<file path="config.mk">
export PLATFORM = sky130hd
export DESIGN_NAME = jtpang_sdram_resp
export DESIGN_NICKNAME = d
export VERILOG_FILES = /design/src/rtl/jtpang_sdram_resp.sv
export SDC_FILE = /design/constraint.sdc
export NUM_CORES = 1
export LEC_CHECK = 0
export ABC_AREA = 1
export CAP_MARGIN = 10
export CORE_ASPECT_RATIO = 1.5
export CORE_UTILIZATION = 30
export DETAILED_ROUTE_END_ITERATION = 8
export PLACE_DENSITY_LB_ADDON = 0.15
export SLEW_MARGIN = 20
export SYNTH_ARGS = -nofsm -noshare
export SYNTH_HDL_FRONTEND = slang
export SYNTH_SLANG_ARGS = --single-unit
</file>
<file path="constraint.sdc">
create_clock -name clk -period 6.1 [get_ports clk]
set_clock_uncertainty 0.1 [all_clocks]
set_input_delay 1.525 -clock clk [delete_from_list [all_inputs] [get_ports clk]]
set_output_delay 1.525 -clock clk [all_outputs]
set_load 0.01 [all_outputs]
</file>
<file path="src/rtl/jtpang_sdram_resp.sv">
// jtpang_sdram_resp: round-robin four-bank ROM read responder with a priority download write/read-back path
module jtpang_sdram_resp #(
  parameter int BURST = 2,
  parameter int AW = 22
) (
  input  logic          clk,
  input  logic          rst,
  input  logic [AW-1:0] ba0_addr,
  input  logic [AW-1:0] ba1_addr,
  input  logic [AW-1:0] ba2_addr,
  input  logic [AW-1:0] ba3_addr,
  input  logic [3:0]    ba_rd,
  output logic [3:0]    ba_ack,
  output logic [3:0]    ba_dst,
  output logic [3:0]    ba_dok,
  output logic [3:0]    ba_rdy,
  output logic [15:0]   data_read,
  input  logic [AW-1:0] prog_addr,
  input  logic [1:0]    prog_ba,
  input  logic [15:0]   prog_data,
  input  logic [1:0]    prog_mask,
  input  logic          prog_we,
  input  logic          prog_rd,
  output logic          prog_ack,
  output logic          prog_rdy,
  output logic [AW+1:0] mem_addr,
  output logic          mem_rd,
  output logic          mem_we,
  output logic [15:0]   mem_din,
  output logic [1:0]    mem_mask,
  input  logic [15:0]   mem_dout,
  input  logic          mem_valid
);
  typedef enum logic [2:0] {IDLE, PWR, PRD, GRANT, ISSUE, WAIT, DONE} state_t;
  state_t st, st_d;
  logic [1:0] ptr, sel, bank, cnt, cnt_d;
  logic [AW-1:0] addr, sel_addr;
  logic [3:0] onehot;
  logic last;
  always_comb begin
    sel = ptr;
    for (int i = 3; i >= 0; i--)
      if (ba_rd[ptr + 2'(i)]) sel = ptr + 2'(i);
  end
  assign sel_addr = sel == 2'd0 ? ba0_addr : sel == 2'd1 ? ba1_addr : sel == 2'd2 ? ba2_addr : ba3_addr;
  assign last = cnt == 2'(BURST - 1);
  assign cnt_d = st == WAIT ? cnt + 2'd1 : cnt;
  assign onehot = 4'b1 << bank;
  always_comb begin
    st_d = st;
    case (st)
      IDLE:    st_d = prog_we ? PWR : prog_rd ? PRD : |ba_rd ? GRANT : IDLE;
      PWR:     st_d = DONE;
      PRD:     st_d = mem_valid ? DONE : PRD;
      GRANT:   st_d = ISSUE;
      ISSUE:   st_d = WAIT;
      WAIT:    st_d = !mem_valid ? WAIT : last ? DONE : ISSUE;
      default: st_d = IDLE;
    endcase
  end
  always_ff @(posedge clk) begin
    if (rst) begin
      st <= IDLE;
      ptr <= '0;
      bank <= '0;
      cnt <= '0;
      addr <= '0;
      ba_ack <= '0;
      ba_dst <= '0;
      ba_dok <= '0;
      ba_rdy <= '0;
      data_read <= '0;
      prog_ack <= 1'b0;
      prog_rdy <= 1'b0;
      mem_rd <= 1'b0;
      mem_we <= 1'b0;
      mem_addr <= '0;
      mem_din <= '0;
      mem_mask <= 2'b11;
    end else begin
      st <= st_d;
      ba_ack <= '0;
      ba_dst <= '0;
      ba_dok <= '0;
      ba_rdy <= '0;
      prog_ack <= 1'b0;
      prog_rdy <= 1'b0;
      mem_rd <= 1'b0;
      mem_we <= 1'b0;
      if (st == IDLE && prog_we) begin
        prog_ack <= 1'b1;
        mem_we <= 1'b1;
        mem_addr <= {prog_ba, prog_addr};
        mem_din <= prog_data;
        mem_mask <= prog_mask;
      end else if (st == IDLE && prog_rd) begin
        prog_ack <= 1'b1;
        mem_rd <= 1'b1;
        mem_addr <= {prog_ba, prog_addr};
      end else if (st == IDLE && |ba_rd) begin
        ba_ack <= 4'b1 << sel;
        bank <= sel;
        addr <= sel_addr;
        cnt <= '0;
        ptr <= sel + 2'd1;
      end
      if (st_d == ISSUE) begin
        mem_rd <= 1'b1;
        mem_addr <= {bank, addr + AW'(cnt_d)};
        cnt <= cnt_d;
      end
      if (st == PWR) prog_rdy <= 1'b1;
      if (st == PRD && mem_valid) begin
        data_read <= mem_dout;
        prog_rdy <= 1'b1;
      end
      if (st == WAIT && mem_valid) begin
        data_read <= mem_dout;
        ba_dok <= onehot;
        ba_dst <= cnt == 2'd0 ? onehot : 4'd0;
        ba_rdy <= last ? onehot : 4'd0;
      end
    end
  end
endmodule

</file>
==> results.json <==
{
  "power.density_cell_area_nw_per_um2": 322,
  "critPathCaptureType": "flop",
  "clk_root_buffer_cell": "clkbuf_16",
  "rows": 61,
  "grt_usage_pct": 17.4,
  "yosys-top-cells-area": "dfxtp_1 39%, nand2_1 14%, nor2_1 9.0%",
  "p_leak_nw": 3.38,
  "clk_pin_slew_worst_paths_ps": 80,
  "synthDistinctLibCells": 31,
  "finalInstanceArea_um2": 8430,
  "fp.coreArea_um2": 18500,
  "synth.most_common_cell": "nand2_1",
  "area_delta_synth_final_pct": 49.4,
  "design.final.nets": 1196,
  "status": "finished, final reports clean",
  "synth_area_leader_cell": "dfxtp_1",
  "irDropWorstVdd_mv": 0.129,
  "num-fill-cells": 1933,
  "cts_resized": 0,
  "critical-path-top-delay-family": "buffers and inverters",
  "gpl_wtd_cong": 0.847,
  "cp_slowest_cell": "ha_1",
  "worst_hold_path_type": "flop to flop",
  "routed-via-count": 5796,
  "first_global_vias": 5423,
  "wl_per_cell_um": 13.2,
  "synthesis.yosys.warnings": 0,
  "final-hold-violation-count": 0,
  "drt.antenna.violating_nets": 0,
  "hold_path.startpoint": "bank[0]",
  "detailedRoute.firstPassIterationCount": 7,
  "post_drt_via_cell_ratio": 4.50,
  "syn-mean-instance-area_um2": 6.86,
  "worst_slew_pin_slew_ps": 938,
  "syn_nets": 985,
  "slew-limit-headroom_pct": 37.5,
  "port_buffers": 232,
  "netlist_area_um2": 5640,
  "finalCoreUtilization_pct": 45.6,
  "async_flop_share_pct": 0,
  "synth_enable_flop_cells": 0,
  "worstSkewPairLatency_ps": 350,
  "design.portCount": 233,
  "pin_count_of_the_biggest_net_entering_global_routing": 69,
  "critPathKind": "input port to flop",
  "cpMostUsedCell": "nand2_1",
  "die-area_um2": 19400,
  "grt_setup_unrepaired": "no",
  "drt_drc_violations_left": 0,
  "post-synth-top-area-fraction_pct": 38.7,
  "multi_input_comb_area_um2": 3020,
  "holdBufCountCts": 0,
  "die_y_um": 170,
  "syn_inst": 822,
  "share_of_layout_cells_above_drive_strength_1_pct": 5.79,
  "crit_path_max_incr_delay_ps": 790,
  "critical_path_required_ps": 6280,
  "htree_levels": 3,
  "finalWorstPathRequiredPeriod_ps": 4480,
  "worst-path-stages": 19,
  "dp_hpwl_um": 12900,
  "critical_path.max_fanout": 25,
  "start_kind": "input port",
  "cts.sinks": 109,
  "numCtsBuffers": 9,
  "floorplan.die.width_um": 114,
  "globalRouteOverflowTotal": 0,
  "cp-startpoint": "ba_rd[3]",
  "regArea_um2": 2180,
  "drt_iter0_drc": 277,
  "place_area_um2": 8140,
  "routed_wirelength_um": 17000,
  "primary_flip_flop_cell_chosen_by_synthesis_mapping": "dfxtp_1",
  "netlist_top_cells_count": "203 x nand2_1, 136 x nor2_1, 109 x dfxtp_1",
  "data_arrival_time_of_the_critical_path_ps": 4650,
  "cts_setup_buffers": 0,
  "final-setup-viol-count": 0,
  "grt_pass1_wl_um": 27000,
  "slew_viol_final": 0,
  "r2r.worst_path.cells": 18,
  "antenna_diode_instance_count": 0,
  "cts_tree": "yes",
  "clock_path_buffers": 2,
  "timing.critical_path.cells": "clkdlybuf4s50_1, inv_1, o21ai_0, nand2_1, nand2_1, inv_1, nand2_1, nand2_1, nand2_1, nand2_1, inv_1, ha_1, buf_4, nand2_1, o21ai_0, mux2i_1, o21ai_0, o21ai_0, a21oi_1",
  "seq_area_frac_synth_pct": 38.7,
  "flip_flop_and_latch_count_after_synthesis": 109,
  "initial_core_util_pct": 30.5,
  "count_of_max_cap_constraint_violations": 0,
  "initial_antenna_violation_count": 0,
  "path_buf_inv": 5,
  "hold_path_depth": 1,
  "final_min_period_over_clock_period_pct": 73.4,
  "timing.rr.start": "ptr[0]",
  "fin_tns_setup_ps": 0,
  "clock.fmax_ghz": 0.223
}
[flip-flops by register name, summed over array words and instances (netlist names)]
signal     flops
mem_we         1
ba_dst         4
st             3
prog_ack       1
prog_rdy       1
ptr            2
ba_ack         4
data_read     16
mem_mask       2
addr          22
cnt            2
mem_addr      24
ba_dok         4
mem_din       16
bank           2
ba_rdy         4
mem_rd         1
[area by class of cell]
class / count / share of cell area [%]
Tap cell: 252 / 3.74
Clock buffer: 10 / 2.84
Clock inverter: 5 / 0.534
Sequential cell: 109 / 25.9
Timing Repair Buffer: 241 / 28.4
Inverter: 64 / 2.87
Multi-Input combinational cell: 608 / 35.8
[path summary, 6_finish.rpt]
path | to | slack [ps]
worst min register to register | ba_rdy[2] | 360
worst min-delay path | ba_rdy[2] | 360
worst max-delay path | addr[17] | 1620
worst max register to register | addr[17] | 2780
[placed cells by master, fill, tap and decap left out, drive strengths merged, types with 8 or more instances in the layout]
cell           netlist  routed
clkdlybuf4s50        0     232
nand2              206     206
nor2               144     144
dfxtp              109     109
o21ai               96      96
inv                 64      65
nand3               40      40
a21oi               37      37
mux2i               22      22
mux2                14      14
clkbuf              21      10
xor2                 9       9
nor3                 9       9
buf                 20       9
nand4                8       8
[worst reg2reg max path, delay by kind of cell, from the launching register on]
family,cells,cell delay (ps)
adders and majority gates,1,790
buffers and inverters,4,590
DFF,1,530
and+or+nand+nor,8,620
AOI/OAI and AO/OA,4,530
muxes,1,80
[cells by family after synthesis]
| group | after synthesis | synth area share (%) |
|---|---|---|
| multiplexers | 36 | 6.70 |
| AND/OR/NAND/NOR | 412 | 30.0 |
| AO/OA/AOI/OAI | 138 | 12.7 |
| buffers and inverters | 105 | 7.87 |
| adder cells (fa/ha/maj) | 8 | 1.91 |
| flip-flops | 109 | 38.7 |
| XOR/XNOR | 14 | 2.17 |
[routing by layer]
| metal | GRT usage, % | part of all wire [%] |
|---|---|---|
| met4 | 4.69 | 1.1 |
| met1 | 21.0 | 43 |
| met5 | 0 | 0 |
| met2 | 31.7 | 51 |
| met3 | 2.71 | 4.9 |
[stage by stage]
stage | setup WS [ps] | cells | hold slack, ps | total power, W
floorplan | 2470 | 822 | 322 | 0.00169
global placement | 1320 | 1274 | 339 | 0.00216
detailed placement | 1220 | 1274 | 355 | 0.00217
CTS | 1590 | 1289 | 362 | 0.00275
global route | 1180 | 1289 | 387 | 0.00293
finish | 1620 | 1289 | 360 | 0.00271
[power breakdown]
group          switching [W]  internal [W]
clock network       0.000284      0.000292
logic               0.000632      0.000553
registers          0.0000958      0.000853
(Power assumes the default switching activity.)
